`config.mk`:
```
export PLATFORM = sky130hd
export DESIGN_NAME = load_unit_flat
export DESIGN_NICKNAME = d
export VERILOG_FILES = /design/src/rtl/load_unit_if.sv /design/src/rtl/load_unit.sv /design/src/flat_wrapper.sv
export SDC_FILE = /design/constraint.sdc
export NUM_CORES = 1
export LEC_CHECK = 0
export BUFFER_PORTS_ARGS = -buffer_cell sky130_fd_sc_hd__clkbuf_2
export CAP_MARGIN = 10
export CORE_MARGIN = 2
export CORE_UTILIZATION = 36
export DETAILED_ROUTE_END_ITERATION = 10
export GPL_ROUTABILITY_DRIVEN = 0
export PLACE_DENSITY = 0.69
export SLEW_MARGIN = 30
export SYNTH_ARGS = -nofsm -noshare
export SYNTH_HDL_FRONTEND = slang
export SYNTH_SLANG_ARGS = --single-unit
```
`constraint.sdc`:
```
create_clock -name clk -period 5.5 [get_ports clk]
set_input_delay 1.65 -clock clk [delete_from_list [all_inputs] [get_ports clk]]
set_output_delay 1.65 -clock clk [all_outputs]
set_load 0.03 [all_outputs]
```
`src/rtl/load_unit_if.sv`:
```
// Load unit bus bundle: execute-side request, data-memory read port and
// writeback result. The load unit uses the slave view; execute, memory and
// writeback together form the master view.
//   req_valid/req_ready/instruction/addr : load request from execute
//   mem_rd_en/mem_addr/mem_rvalid/mem_rdata : data-memory read port
//   ld_valid/ld_data/ld_rd/ld_fault : completed load or fault
//   busy : unit is not idle
interface load_unit_if #(
    parameter int DATA_W = 32
);
    logic              req_valid;
    logic              req_ready;
    logic [DATA_W-1:0] instruction;
    logic [DATA_W-1:0] addr;
    logic              mem_rd_en;
    logic [DATA_W-1:0] mem_addr;
    logic              mem_rvalid;
    logic [DATA_W-1:0] mem_rdata;
    logic              ld_valid;
    logic [DATA_W-1:0] ld_data;
    logic [4:0]        ld_rd;
    logic [1:0]        ld_fault;
    logic              busy;

    modport slave (
        input  req_valid, instruction, addr, mem_rvalid, mem_rdata,
        output req_ready, mem_rd_en, mem_addr, ld_valid, ld_data, ld_rd,
               ld_fault, busy
    );

    modport master (
        output req_valid, instruction, addr, mem_rvalid, mem_rdata,
        input  req_ready, mem_rd_en, mem_addr, ld_valid, ld_data, ld_rd,
               ld_fault, busy
    );
endinterface

```
`src/rtl/load_unit.sv`:
```
// Data-memory read engine. Accepts a load from execute, issues one
// word-aligned read, waits (bounded by TIMEOUT) for the response, extracts
// and extends the addressed byte/halfword/word and returns it with rd.
// Illegal funct3, misalignment and timeout are reported on ld_fault.
// Ports: clk, rst (synchronous, active high), bus (load_unit_if.slave).
//
// state | meaning
// IDLE  | ready for a new load
// REQ   | one-cycle read strobe to memory, timeout counter cleared
// WAIT  | waiting for mem_rvalid or timeout
// DONE  | ld_valid pulse with result or fault
module load_unit #(
    parameter int DATA_W  = 32,
    parameter int TIMEOUT = 255
) (
    input  logic       clk,
    input  logic       rst,
    load_unit_if.slave bus
);
    localparam int               CNT_W   = $clog2(TIMEOUT + 1);
    localparam logic [CNT_W-1:0] TO_VAL  = CNT_W'(TIMEOUT);
    localparam logic [6:0]       OP_LOAD = 7'b0000011;
    localparam logic [1:0]       F_OK    = 2'b00;
    localparam logic [1:0]       F_MIS   = 2'b01;
    localparam logic [1:0]       F_ILL   = 2'b10;
    localparam logic [1:0]       F_TO    = 2'b11;

    typedef enum logic [1:0] {IDLE, REQ, WAIT, DONE} state_t;

    state_t            state_q, state_d;
    logic [CNT_W-1:0]  cnt_q, cnt_d;
    logic [2:0]        f3_q;
    logic [1:0]        lane_q;
    logic [4:0]        rd_q;
    logic [DATA_W-1:0] mem_addr_q;
    logic [DATA_W-1:0] ld_data_q, ld_data_d;
    logic [4:0]        ld_rd_q, ld_rd_d;
    logic [1:0]        ld_fault_q, ld_fault_d;
    logic              capture, finish;

    logic [6:0]        opcode_in;
    logic [2:0]        f3_in;
    logic [4:0]        rd_in;
    logic              illegal_in, misaligned_in, ready;
    logic [7:0]        sel_b;
    logic [15:0]       sel_h;
    logic [DATA_W-1:0] ext;
    logic              unused_bits;

    assign opcode_in   = bus.instruction[6:0];
    assign rd_in       = bus.instruction[11:7];
    assign f3_in       = bus.instruction[14:12];
    assign unused_bits = ^bus.instruction[DATA_W-1:15];

    assign illegal_in = !(f3_in inside {3'b000, 3'b001, 3'b010, 3'b100, 3'b101});
    // Halfword loads (001/101) need addr[0]=0; word loads need both low bits clear.
    assign misaligned_in = ((f3_in[1:0] == 2'b01) && bus.addr[0]) ||
                           ((f3_in == 3'b010) && (bus.addr[1:0] != 2'b00));

    assign ready = (state_q == IDLE) && !rst;

    assign sel_b = bus.mem_rdata[{lane_q, 3'b000} +: 8];
    assign sel_h = bus.mem_rdata[{lane_q[1], 4'b0000} +: 16];

    always_comb begin
        ext = bus.mem_rdata;
        case (f3_q)
            3'b000:  ext = {{(DATA_W-8){sel_b[7]}}, sel_b};
            3'b100:  ext = {{(DATA_W-8){1'b0}}, sel_b};
            3'b001:  ext = {{(DATA_W-16){sel_h[15]}}, sel_h};
            3'b101:  ext = {{(DATA_W-16){1'b0}}, sel_h};
            default: ext = bus.mem_rdata;
        endcase
    end

    always_comb begin
        state_d    = state_q;
        cnt_d      = cnt_q;
        capture    = 1'b0;
        finish     = 1'b0;
        ld_data_d  = '0;
        ld_fault_d = F_OK;
        ld_rd_d    = rd_q;
        case (state_q)
            IDLE: begin
                if (bus.req_valid && ready && (opcode_in == OP_LOAD)) begin
                    capture = 1'b1;
                    if (illegal_in || misaligned_in) begin
                        // Faults complete straight away; rd comes from the live request.
                        finish     = 1'b1;
                        ld_fault_d = illegal_in ? F_ILL : F_MIS;
                        ld_rd_d    = rd_in;
                        state_d    = DONE;
                    end else begin
                        state_d = REQ;
                    end
                end
            end
            REQ: begin
                cnt_d   = '0;
                state_d = WAIT;
            end
            WAIT: begin
                if (bus.mem_rvalid) begin
                    finish    = 1'b1;
                    ld_data_d = ext;
                    state_d   = DONE;
                end else begin
                    cnt_d = cnt_q + 1'b1;
                    if (cnt_d == TO_VAL) begin
                        finish     = 1'b1;
                        ld_fault_d = F_TO;
                        state_d    = DONE;
                    end
                end
            end
            DONE: state_d = IDLE;
            default: state_d = IDLE;
        endcase
    end

    always_ff @(posedge clk) begin
        if (rst) begin
            state_q    <= IDLE;
            cnt_q      <= '0;
            f3_q       <= '0;
            lane_q     <= '0;
            rd_q       <= '0;
            mem_addr_q <= '0;
            ld_data_q  <= '0;
            ld_rd_q    <= '0;
            ld_fault_q <= F_OK;
        end else begin
            state_q <= state_d;
            cnt_q   <= cnt_d;
            if (capture) begin
                f3_q       <= f3_in;
                lane_q     <= bus.addr[1:0];
                rd_q       <= rd_in;
                mem_addr_q <= {bus.addr[DATA_W-1:2], 2'b00};
            end
            // Result registers only move when a load completes, so they hold between pulses.
            if (finish) begin
                ld_data_q  <= ld_data_d;
                ld_rd_q    <= ld_rd_d;
                ld_fault_q <= ld_fault_d;
            end
        end
    end

    assign bus.req_ready = ready;
    assign bus.mem_rd_en = (state_q == REQ);
    assign bus.mem_addr  = mem_addr_q;
    assign bus.ld_valid  = (state_q == DONE);
    assign bus.ld_data   = ld_data_q;
    assign bus.ld_rd     = ld_rd_q;
    assign bus.ld_fault  = ld_fault_q;
    assign bus.busy      = (state_q != IDLE);
endmodule

```
`src/flat_wrapper.sv`:
```
// flat-port wrapper written by rule: the top's interface ports become plain ports
module load_unit_flat 
#(
    parameter int DATA_W  = 32,
    parameter int TIMEOUT = 255
)
  (clk, rst, bus_req_valid, bus_instruction, bus_addr, bus_mem_rvalid, bus_mem_rdata, bus_req_ready, bus_mem_rd_en, bus_mem_addr, bus_ld_valid, bus_ld_data, bus_ld_rd, bus_ld_fault, bus_busy);
  load_unit_if #(.DATA_W(DATA_W)) bus_i ();
  input  logic clk;
  input  logic rst;
  input wire logic [$bits(bus_i.req_valid)-1:0] bus_req_valid;
  input wire logic [$bits(bus_i.instruction)-1:0] bus_instruction;
  input wire logic [$bits(bus_i.addr)-1:0] bus_addr;
  input wire logic [$bits(bus_i.mem_rvalid)-1:0] bus_mem_rvalid;
  input wire logic [$bits(bus_i.mem_rdata)-1:0] bus_mem_rdata;
  output wire logic [$bits(bus_i.req_ready)-1:0] bus_req_ready;
  output wire logic [$bits(bus_i.mem_rd_en)-1:0] bus_mem_rd_en;
  output wire logic [$bits(bus_i.mem_addr)-1:0] bus_mem_addr;
  output wire logic [$bits(bus_i.ld_valid)-1:0] bus_ld_valid;
  output wire logic [$bits(bus_i.ld_data)-1:0] bus_ld_data;
  output wire logic [$bits(bus_i.ld_rd)-1:0] bus_ld_rd;
  output wire logic [$bits(bus_i.ld_fault)-1:0] bus_ld_fault;
  output wire logic [$bits(bus_i.busy)-1:0] bus_busy;
  assign bus_i.req_valid = bus_req_valid;
  assign bus_i.instruction = bus_instruction;
  assign bus_i.addr = bus_addr;
  assign bus_i.mem_rvalid = bus_mem_rvalid;
  assign bus_i.mem_rdata = bus_mem_rdata;
  assign bus_req_ready = bus_i.req_ready;
  assign bus_mem_rd_en = bus_i.mem_rd_en;
  assign bus_mem_addr = bus_i.mem_addr;
  assign bus_ld_valid = bus_i.ld_valid;
  assign bus_ld_data = bus_i.ld_data;
  assign bus_ld_rd = bus_i.ld_rd;
  assign bus_ld_fault = bus_i.ld_fault;
  assign bus_busy = bus_i.busy;
  load_unit #(.DATA_W(DATA_W), .TIMEOUT(TIMEOUT)) u_core (.clk(clk), .rst(rst), .bus(bus_i));
endmodule
```
==> results of run 1 <==
-- layer usage --
metal  vias up  global-route usage, %  wire (um)
met5         -                      0          0
met4         0                   10.1        417
met3        24                   3.40        834
met2       173                   32.0       5780
met1      1988                   24.7       5320
li1       2126                      -          -
-- synthesized netlist by cell type (2+ instances only) --
cell                         n  area share (%)
sky130_fd_sc_hd__nand2_1   123              11
sky130_fd_sc_hd__dfxtp_1    89              42
sky130_fd_sc_hd__a21oi_1    59             7.0
sky130_fd_sc_hd__nor2_1     38             3.4
sky130_fd_sc_hd__clkbuf_1   28             2.5
sky130_fd_sc_hd__inv_1      28             2.5
sky130_fd_sc_hd__o32ai_1    18             3.7
sky130_fd_sc_hd__mux2_2     14             3.7
sky130_fd_sc_hd__a211oi_1   13             2.3
sky130_fd_sc_hd__a31oi_1    13             1.9
sky130_fd_sc_hd__o21ai_0    13             1.5
sky130_fd_sc_hd__nand3_1     9             1.1
sky130_fd_sc_hd__nor3_1      8            0.95
sky130_fd_sc_hd__ha_1        7             2.1
sky130_fd_sc_hd__o221ai_1    7             1.5
sky130_fd_sc_hd__a31o_2      6             1.2
sky130_fd_sc_hd__buf_2       5            0.59
sky130_fd_sc_hd__buf_1       4            0.36
sky130_fd_sc_hd__nand4b_1    4            0.83
sky130_fd_sc_hd__nor2b_1     4            0.59
sky130_fd_sc_hd__a21o_1      3            0.53
sky130_fd_sc_hd__a311oi_1    3            0.62
sky130_fd_sc_hd__buf_4       3            0.53
sky130_fd_sc_hd__mux2i_1     3            0.71
sky130_fd_sc_hd__o21ai_1     3            0.36
sky130_fd_sc_hd__and3_1      2            0.30
sky130_fd_sc_hd__nand3b_1    2            0.36
sky130_fd_sc_hd__nor2_2      2            0.30
sky130_fd_sc_hd__nor3b_1     2            0.36
sky130_fd_sc_hd__o221a_2     2            0.53
-- worst register-to-register path: cells and delay by family, from the launching register on --
family             cells  cell delay [ns]
AOI/OAI and AO/OA      3             1.18
DFF                    1             0.64
muxes                  1             0.57
and+or+nand+nor        2             0.22
-- layout by cell type, fill, tap and decap left out, types with 2 or more instances in the layout --
cell / n
sky130_fd_sc_hd__o221a_2: 2
sky130_fd_sc_hd__nor2_2: 2
sky130_fd_sc_hd__o32ai_1: 18
sky130_fd_sc_hd__nor3_1: 8
sky130_fd_sc_hd__nor2b_1: 4
sky130_fd_sc_hd__clkbuf_16: 9
sky130_fd_sc_hd__nor3b_1: 2
sky130_fd_sc_hd__a311oi_1: 3
sky130_fd_sc_hd__a21oi_1: 59
sky130_fd_sc_hd__mux2i_1: 3
sky130_fd_sc_hd__nand3b_1: 2
sky130_fd_sc_hd__a31o_2: 6
sky130_fd_sc_hd__clkbuf_8: 3
sky130_fd_sc_hd__ha_1: 7
sky130_fd_sc_hd__nand3_1: 9
sky130_fd_sc_hd__nor2_1: 38
sky130_fd_sc_hd__o21ai_0: 13
sky130_fd_sc_hd__mux2_2: 14
sky130_fd_sc_hd__buf_4: 4
sky130_fd_sc_hd__dfxtp_1: 88
sky130_fd_sc_hd__a21o_1: 3
sky130_fd_sc_hd__and3_1: 2
sky130_fd_sc_hd__clkbuf_2: 155
sky130_fd_sc_hd__a211oi_1: 13
sky130_fd_sc_hd__nand2_1: 123
sky130_fd_sc_hd__a31oi_1: 13
sky130_fd_sc_hd__clkinv_4: 2
sky130_fd_sc_hd__nand4b_1: 4
sky130_fd_sc_hd__inv_1: 28
sky130_fd_sc_hd__o21ai_1: 3
sky130_fd_sc_hd__o221ai_1: 7
sky130_fd_sc_hd__conb_1: 2
-- cell type report --
class / count / share of cell area, %
inverter: 29 / 2.03
sequential: 89 / 33.2
clock inverter: 3 / 0.886
tap: 143 / 3.33
clock buffer: 13 / 5.04
timing repair buffer: 159 / 15.0
multi-input combinational: 378 / 40.5
-- flip-flops by register name (all words and copies together) (netlist names) --
name                 cells
u_core.bus.ld_data      32
u_core.bus.ld_fault      2
u_core.bus.ld_rd         5
u_core.bus.mem_addr     30
u_core.cnt_q             8
u_core.f3_q              3
u_core.lane_q            2
u_core.rd_q              5
u_core.state_q           2
-- where the power goes --
part	internal [mW]	switching (mW)	total, mW
Combinational	0.154	0.314	0.468
Sequential	0.694	0.0323	0.726
Clock	0.391	0.247	0.638
-- path summary, 6_finish.rpt --
path                                 from                       to  slack [ns]
setup / recovery                      rst            bus_req_ready        1.72
hold / removal    u_core.bus.mem_addr[27]  u_core.bus.mem_addr[27]        0.45
setup reg to reg         u_core.lane_q[1]   u_core.bus.ld_data[26]        2.75
hold reg to reg   u_core.bus.mem_addr[27]  u_core.bus.mem_addr[27]        0.45
-- logic make-up after synthesis --
family	share of synthesized area [%]
simple gates	21.7
mux	4.97
buf+inv	6.54
flops	42.2
other cells	0.0887
fa+ha+maj	2.07
compound gates	22.5
==> summary by stage, run 1 <==
Setup path
The standard cell with the maximum stage delay on the critical path is sky130_fd_sc_hd__clkbuf_2. STA puts the critical path data required time at 3.85 ns. The kind of cell with the highest combined delay on the critical path is buffers and inverters. The largest incremental delay on the critical path is 0.23 ns. The worst reg-to-reg path cell count is 6. The critical path data arrival time is 2.13 ns.

The count of buffer and inverter cells on the critical path is 2. The critical path is of the input pin to output port type. Walking the worst path, the cells encountered are clkbuf_2 -> nor2b_2 -> clkbuf_2. The maximum fanout along the worst path is 3.

The critical path runs through a total of 3 cells. The endpoint kind of the worst setup timing path is an output port. Among the stages of the critical path, the cell type that occurs most often is sky130_fd_sc_hd__clkbuf_2.

The kind of launch point of the worst setup path is an input pin.

Timing
Setup slack closes at 1.72 ns. The time the final worst path needs with I/O delays and setup is 3.78 ns. The number of setup violations in the final report is 0. The slew at the pin with the worst max-slew slack is 0.833 ns.

Across all hold checks on the routed design, the worst slack comes to 0.453 ns. The headroom to the max-slew limit is 44.5%. Of the available clock period, the critical path in the final layout requires 68.8%. The final hold violation count was 0.

Based on the critical path, the design can be clocked at up to 0.264 GHz. The accumulated negative setup slack is 0 ns. On the final layout, the worst clock skew is 0.00571 ns.

The number of max-slew violations in the final report is 0. Setup repair after global routing left no endpoint under its margin.

Routing
The post-detailed-route DRC marker count is 0. The vias per cell is 5.30. The DRC marker count from the first detailed-route iteration is 205. The total number of vias is 4,311.

The detail route stage leaves a number of antenna-violating nets equal to 0. The routed wirelength normalized by instance count is 15.2 um. For this run, the detailed router's first-pass iteration total came to 4.

Wires add up to 12,300 um.

Global route
Global routing finished with a remaining overflow of 0. The first-pass GRT wire length is 20,100 um. The global routing usage summed across all routing layers is 19.5%. The initial antenna violation count came to 0. Entering global routing, the biggest net connects 79 pins. The via count of the first global-routing pass was 4,095.

Floorplan
The count of pins on the block boundary is 175. The placeable core region is 11,400 sq um. In this run the core area contains 39 standard-cell rows. The floorplan step set the die height to 112 um.

For this configuration, the core starts out at a cell density of 37.0%. The floorplan die width is 112 um. The die area is 12,600 sq um.

Placement
The placed cell area is 5050 sq um. The number of I/O port buffers is 155. The number of instances in the placed design is 798. The post-detailed-placement half-perimeter wirelength is 9100 um. Prior to clock tree synthesis, the placed netlist has a worst setup slack of 1.72 ns.

Yosys
The mapped netlist covers 4230 sq um. The share of async-settable or async-resettable flops after synthesis is 0%. In this run the mean area of a mapped cell was 7.90 sq um.

Synthesis produced 535 cells. The netlist uses 50 different library cells. The primary flip-flop cell chosen by synthesis mapping is sky130_fd_sc_hd__dfxtp_1. The synthesized design contains 0 enable-type register cells. The synthesis warning total is 0. The portion of the post-synthesis area used by sequential elements is 42.2%. The synthesized design contains 89 register bits.

Run status
The flow ran to the end, and the final reports show no timing, DRC or antenna violations.

Final layout
0 antenna diodes ended up in the layout. Once layout is complete, the utilization of the core stands at 47.0%. The post-synthesis to final-layout area growth is 27.0%. The layout filler cell count is 1,155. The finished layout cell area is 5370 sq um. The number of non-filler instances in the completed layout is 814. At the end of the flow, the number of nets in the layout was 773.

The total area of multi-input combinational cells is 2170 sq um. In the final layout, the share of cells above drive strength 1 is 30.7%. The sequential cell area is 1780 sq um.

Clock network
Gates resized during post-CTS repair numbered 0. TritonCTS created 9 clock buffers. The root buffer cell chosen for the clock tree is sky130_fd_sc_hd__clkbuf_16. The clock sink count is 89. The later pin in the worst-skew pair is clocked with a latency of 0.34 ns. The CTS tree is built.

Clock-pin slew was measured on the worst setup and hold paths at 0.06 ns. Buffers inserted to repair hold after CTS numbered 0. The longest clock path from root to sink contains 2 buffers. The number of post-CTS setup repair buffers is 0. The H-tree generated during clock tree synthesis spans 3 levels.

Power and ir drop
The total chip power is 1.83 mW. IR analysis of the VDD net gives a maximum drop of 0.225 mV. The power per standard cell area is 341 nW/um^2. The leakage dissipation is 2.16 nW.

Min path
Along the worst hold path, the cell count comes to 2. The classification of the worst-slack hold path is flop to flop.

Job
The max-capacitance violation count is 0.
Note: power is estimated with default switching activity, not from simulation.
==> run 2: changes to the inputs <==
--- a/config.mk
+++ b/config.mk
@@ -11,7 +11,7 @@
 export CORE_UTILIZATION = 36
 export DETAILED_ROUTE_END_ITERATION = 10
 export GPL_ROUTABILITY_DRIVEN = 0
-export PLACE_DENSITY = 0.69
+export PLACE_DENSITY = 0.71
 export SLEW_MARGIN = 30
 export SYNTH_ARGS = -nofsm -noshare
 export SYNTH_HDL_FRONTEND = slang
==> constraint.sdc (replaced) <==
create_clock -name clk -period 3.4 [get_ports clk]
set_input_delay 1.02 -clock clk [delete_from_list [all_inputs] [get_ports clk]]
set_output_delay 1.02 -clock clk [all_outputs]
set_load 0.03 [all_outputs]
==> run 2 against run 1 <==
Core utilization fell by 0.14 points. Largest power group unchanged. Sequential power rose by 61%. Highest routed layer unchanged. Total power rose by 56%. Die area did not move. Critical path type is now input pin to flop. Register-to-register slack got worse by 2.0 ns. Critical endpoint is now u_core.bus.ld_data[26].
==> summary by stage, run 2 (same netlist as run 1, synthesis figures left out) <==
Clock network
The post-cts sizing count is 0. In this run the deepest clock path goes through 2 buffers. The number of buffers inserted during clock tree synthesis is 9.

TritonCTS built the clock tree. The cts-stage hold buffer count is 0. In this run the number of H-tree levels came out at 3. The root buffer cell chosen for the clock tree is sky130_fd_sc_hd__clkbuf_16. The clock sink count is 89. The clock-pin slew on the worst setup and hold paths is 0.06 ns.

At the later pin of the worst-skew pair, clock insertion delay measures 0.34 ns. The number of post-CTS setup repair buffers is 0.

Routing
After the first detailed-routing iteration, the DRC count stood at 198. After detailed routing, the total wire length is 12,400 um. Dividing the detail-routed via count by the number of cells gives 5.34. The first detailed-routing pass ran for 5 iterations. In the routed design, unresolved DRC markers number 0.

In the final routed layout, each cell accounts on average for 15.2 um. The post-detailed-route count of antenna-violating nets is 0. The total number of vias is 4,367.

Final layout
The post-synthesis to final-layout area growth is 26.6%. The number of diodes is 0. The number of flip-flops in the largest register is 32. The share of the core filled with cells in the final layout is 46.9%. Leaving out fill and tap cells, the most frequent cells in the layout are sky130_fd_sc_hd__clkbuf_2 (155), sky130_fd_sc_hd__nand2_1 (123), sky130_fd_sc_hd__dfxtp_1 (89), sky130_fd_sc_hd__a21oi_1 (59), sky130_fd_sc_hd__nor2_1 (38). The commonest non-fill, non-tap cell in the layout is sky130_fd_sc_hd__clkbuf_2. The ratio of cells with drive above 1 in the final layout is 31.1%. The layout has 1,149 filler cells. The net count of the finished layout is 777.

Power and ir drop
The total chip power is 2.85 mW. The peak supply drop is 0.255 mV. In this run the static leakage power is 2.16 nW. Power spread over the standard cell area amounts to 533 nW/um^2.

Setup path
The kind of launch point of the worst setup path is an input pin. Traced cell by cell, the critical path runs through clkbuf_2 -> nor4b_4 -> nand3_2 -> nor3_4 -> nor2_2 -> a21oi_1 -> buf_4 -> o32ai_1. The endpoint kind of the worst setup timing path is a flop. The required time of the critical path is 3.59 ns. The largest incremental delay on the critical path is 0.48 ns. In this run the worst path has a maximum fanout of 19.

The slowest stage of the critical path belongs to the cell sky130_fd_sc_hd__nor3_4. The worst setup path category is input pin to flop. The critical path data arrival time is 2.86 ns.

Timing
Measured against its own limit, the worst slew margin works out to 46.3%. The final critical path takes up 78.4% of the cycle. The time the final worst path needs with I/O delays and setup is 2.66 ns. Setup violations remaining at the end of the flow were counted as 0.

Setup repair after global routing left no endpoint under its margin. The number of max-slew violations in the final report came to 0. For the pin with the worst max-slew slack, the measured transition is 0.806 ns. The final hold violation count is 0. Summed over all failing endpoints, the final setup total negative slack is 0 ns.

For this run, the top clock speed supported by timing is 0.375 GHz. On the final layout, the worst clock skew is 0.00553 ns.

Global route
The initial antenna violation count was 0. Entering global routing, the biggest net connects 78 pins. The global routing usage summed across all routing layers is 19.6%. The via count of the first global-routing pass is 4,210. The leftover overflow at the end of global routing is 0. The first global-routing pass estimated 20,000 um of wire.

Floorplan
The floorplan has 39 rows. The initial standard-cell utilization of the core is 37.0%. The count of pins on the block boundary is 175. The die is 112 um tall. The die area is 12,600 sq um. The floorplan die width is 112 um. The placeable core region is 11,400 sq um.

Min path
In this run the worst hold path is classified as flop to flop.

Placement
The post-detailed-placement half-perimeter wirelength is 9120 um. The number of I/O port buffers is 155.

Run status
The run finished with clean final reports.

Job
The max-capacitance violation count is 0.
[run 2: stage by stage]
| step | instance area (sq um) | hold slack, ns | setup slack [ns] | instances |
|---|---|---|---|---|
| after floorplan | 4230 | 0.434 | 0.443 | 536 |
| after global placement | 5080 | 0.440 | 0.421 | 802 |
| after detailed placement | 5080 | 0.443 | 0.369 | 802 |
| after CTS | 5350 | 0.451 | 0.725 | 818 |
| after global routing | 5350 | 0.483 | 0.519 | 818 |
| final | 5350 | 0.447 | 0.735 | 818 |
[run 2: final cells by class]
cell class / instances / area [sq um] / area share, %
inverter: 29 / 109 / 2.03
multi-input combinational: 378 / 2170 / 40.6
clock inverter: 6 / 33.8 / 0.631
sequential: 89 / 1780 / 33.3
timing repair buffer: 163 / 836 / 15.6
clock buffer: 10 / 239 / 4.47
tap: 143 / 179 / 3.34
[run 2: path summary, 6_finish.rpt]
check	start	end	slack (ns)	cells past startpoint
min	u_core.bus.ld_data[1]	u_core.bus.ld_data[1]	0.45	2
max	bus_instruction[5]	u_core.bus.ld_data[26]	0.74	8
min reg2reg	u_core.bus.ld_data[1]	u_core.bus.ld_data[1]	0.45	2
max reg2reg	u_core.state_q[0]	u_core.bus.ld_data[26]	0.76	7
[run 2: metal layers]
layer / up-vias / global-route usage [%] / wire, um
li1: 2135 / - / -
met1: 2008 / 23.3 / 5130
met2: 194 / 33.3 / 5980
met3: 30 / 4.37 / 882
met4: 0 / 9.76 / 422
met5: - / 0 / 0
[run 2: critical path, delay by kind of cell]
kind	cells	cell delay (ns)
AND/OR/NAND/NOR	4	1.09
buffers and inverters	2	0.38
AO/OA/AOI/OAI	2	0.37
[run 2: report_power, final]
part / switching (mW) / internal [mW]
sequential: 0.0511 / 1.12
combinational: 0.502 / 0.252
clock: 0.415 / 0.510
total: 0.968 / 1.88
==> run 3: changes to the inputs <==
==> constraint.sdc (replaced) <==
create_clock -name clk -period 2.21 [get_ports clk]
set_input_delay 0.663 -clock clk [delete_from_list [all_inputs] [get_ports clk]]
set_output_delay 0.663 -clock clk [all_outputs]
set_load 0.03 [all_outputs]
==> run 3 against run 2 <==
Critical path depth down 3. Routed wire length about the same. Die area unchanged. Global-route usage increased by 0.13 points. Clock skew increased by 0.0038 ns. Worst hold slack better by 0.0040 ns. Largest power group unchanged. Sequential share of layout area is 1.6 points lower. Highest routed layer unchanged.
==> summary by stage, run 3 (same netlist as run 1, synthesis figures left out) <==
Final layout
The library cells used most frequently in the layout, excluding fill and tap cells, are sky130_fd_sc_hd__clkbuf_2 (154), sky130_fd_sc_hd__nand2_1 (123), sky130_fd_sc_hd__dfxtp_1 (89), sky130_fd_sc_hd__a21oi_1 (58), sky130_fd_sc_hd__nor2_1 (38). In the final design database the tool counted 797 nets. The commonest non-fill, non-tap cell in the layout is sky130_fd_sc_hd__clkbuf_2. The number of flip-flops in the largest register is 32.

The share of the core filled with cells in the final layout is 49.3%. Of the cells placed in the final design, the portion with a size suffix greater than 1 is 33.4%. The number of non-filler instances in the completed layout is 837.

Compared with the post-synthesis result, the final layout area differs by 33.1%. The repair_antennas step left the layout with diodes totalling 0.

Clock network
The CTS tree is built. For this design, the sink count on the clock tree is 89. After clock tree synthesis, the clock-pin slew on the worst setup and hold paths is 0.06 ns. For the worst-skew pair, the clock arrives at the later sink with an insertion delay of 0.35 ns. The master cell of the clock root buffer is sky130_fd_sc_hd__clkbuf_16. The number of buffers between clock root and the deepest sink is 2. TritonCTS created 9 clock buffers. The depth of the CTS H-tree is 3.

The number of post-CTS setup repair buffers is 0. The cts-stage hold buffer count is 0.

Timing
The number of max-slew violations in the final report is 0. After routing, the total negative slack on setup checks comes to 0 ns. Setup repair after global routing left no endpoint under its margin. The headroom to the max-slew limit is 49.4%. Hold timing on the final database bottoms out at a slack of 0.451 ns.

Setup violations remaining at the end of the flow were counted as 0. The clock period could shrink to 2.11 ns. At the pin with the least slew margin, the transition time is 0.760 ns. Static timing analysis puts the maximum clock frequency at 0.474 GHz. The final period utilization is 95.5%. Between clock sinks in the finished design, the worst skew comes to 0.00929 ns. The final hold violation count came to 0.

Setup path
The standard cell with the maximum stage delay on the critical path is sky130_fd_sc_hd__dfxtp_1. The critical path data arrival time is 1.45 ns. The worst reg-to-reg path cell count is 8. The cell depth of the worst setup path is 5. On the worst path, the slowest cell contributes a delay of 0.40 ns.

The start point of the critical path is u_core.state_q[1]. The maximum fanout along the worst path is 4. Traced cell by cell, the critical path runs through inv_2 -> ha_1 -> nor2b_4 -> buf_4 -> clkbuf_4. The required time of the critical path is 1.55 ns. On the critical path the largest part of the delay comes from flip-flops.

The kind of launch point of the worst setup path is a flop. The worst setup path is of the flop to output port kind. The critical path contains buffers and inverters numbering 3 combined.

STA classifies the critical path endpoint as an output port. The start of the worst register-to-register path is u_core.cnt_q[0].

Routing
The first detailed-routing pass took 4 iterations. The total number of vias is 4,423. The vias per cell is 5.28. The post-detailed-route count of antenna-violating nets is 0.

In this run, the number of DRC markers left after iteration 0 of detailed routing was 296. The routed wirelength normalized by instance count is 14.8 um. In the routed design, unresolved DRC markers number 0.

The final layout contains routed wiring with a total length of 12,400 um.

Floorplan
The die covers 12,600 sq um. The floorplan step defined a core boundary enclosing 11,400 sq um. Measured along the y axis, the die boundary spans 112 um.

The initial utilization of the core area, before any placement, comes to 37.0%. The count of pins on the block boundary is 175. In this run the core area contains 39 standard-cell rows.

Measured along the x axis, the die boundary spans 112 um.

Job
The max-capacitance violation count is 0.

Global route
The leftover overflow at the end of global routing is 0. The first global-routing pass estimated 20,400 um of wire. The initial antenna violation count is 0. Entering global routing, the biggest net connects 72 pins. Global routing consumed, over all layers together, 19.7% of the routing resources. The via count of the first global-routing pass was 4,207.

Power and ir drop
Dividing total power by cell area gives a power density of 817 nW/um^2. The peak supply drop is 0.633 mV. In this run the static leakage power is 2.30 nW.

Summing internal, switching and leakage power gives 4.60 mW.

Run status
The run finished with clean final reports.

Placement
The number of instances in the placed design is 822. The post-detailed-placement half-perimeter wirelength is 9290 um. In this run the tool buffered the top-level ports with 155 buffer cells.

Min path
The classification of the worst-slack hold path is flop to flop. The cell count of the worst hold path is 2. The beginning of the worst hold path is u_core.bus.ld_data[0].
-- run 3: cell count changes in the layout (fill, tap and decap cells not counted), sizes merged --
cell,before,now
buf,8,28
clkinv,7,3
bufinv,0,1
clkinvlp,0,1
inv,28,29
-- run 3: path summary, 6_finish.rpt --
path,endpoint,slack [ns]
max,bus_req_ready,0.1
min reg2reg,u_core.bus.ld_data[0],0.45
max reg2reg,u_core.bus.ld_data[17],0.12
min,u_core.bus.ld_data[0],0.45
-- run 3: power breakdown --
group | internal, mW | leakage [nW] | total (mW) | switching, mW
combinational | 0.473 | 1.44 | 1.28 | 0.803
clock | 0.870 | 0.139 | 1.51 | 0.637
sequential | 1.73 | 0.718 | 1.81 | 0.0871
-- run 3: worst min-delay path, stage by stage, from the launching register on --
cell and delay [ns]:
sky130_fd_sc_hd__dfxtp_1 0.31, sky130_fd_sc_hd__nand2_1 0.05, sky130_fd_sc_hd__o21ai_1 0.05
-- run 3: area by class of cell --
class	count	area, sq um
timing repair buffer	183	1030
fill	1145	5790
sequential	89	1780
tap	143	179
clock buffer	10	229
inverter	29	109
clock inverter	5	56.3
multi-input combinational	378	2240
-- run 3: metrics by stage --
step                      setup WS [ns]  instance area (sq um)
final                            0.0993                   5630
after global routing             0.0255                   5630
after CTS                        0.0343                   5610
after detailed placement         -0.134                   5330
after global placement           -0.114                   5330
after floorplan                 -0.0749                   4310
-- run 3: metal layers --
metal | GRT usage [%] | vias up | part of all wire, %
met5 | 0 | - | 0
met4 | 6.99 | 0 | 1.6
met3 | 3.83 | 14 | 6.6
met2 | 33.1 | 161 | 47
met1 | 25.3 | 2076 | 44
li1 | - | 2172 | -
-- run 3: repair_timing --
| item | 4_1_cts | 5_1_grt |
|---|---|---|
| gates resized for setup | 0 | 7 |
| hold endpoints to repair | 0 | 0 |
| setup endpoints to repair | 0 | 19 |
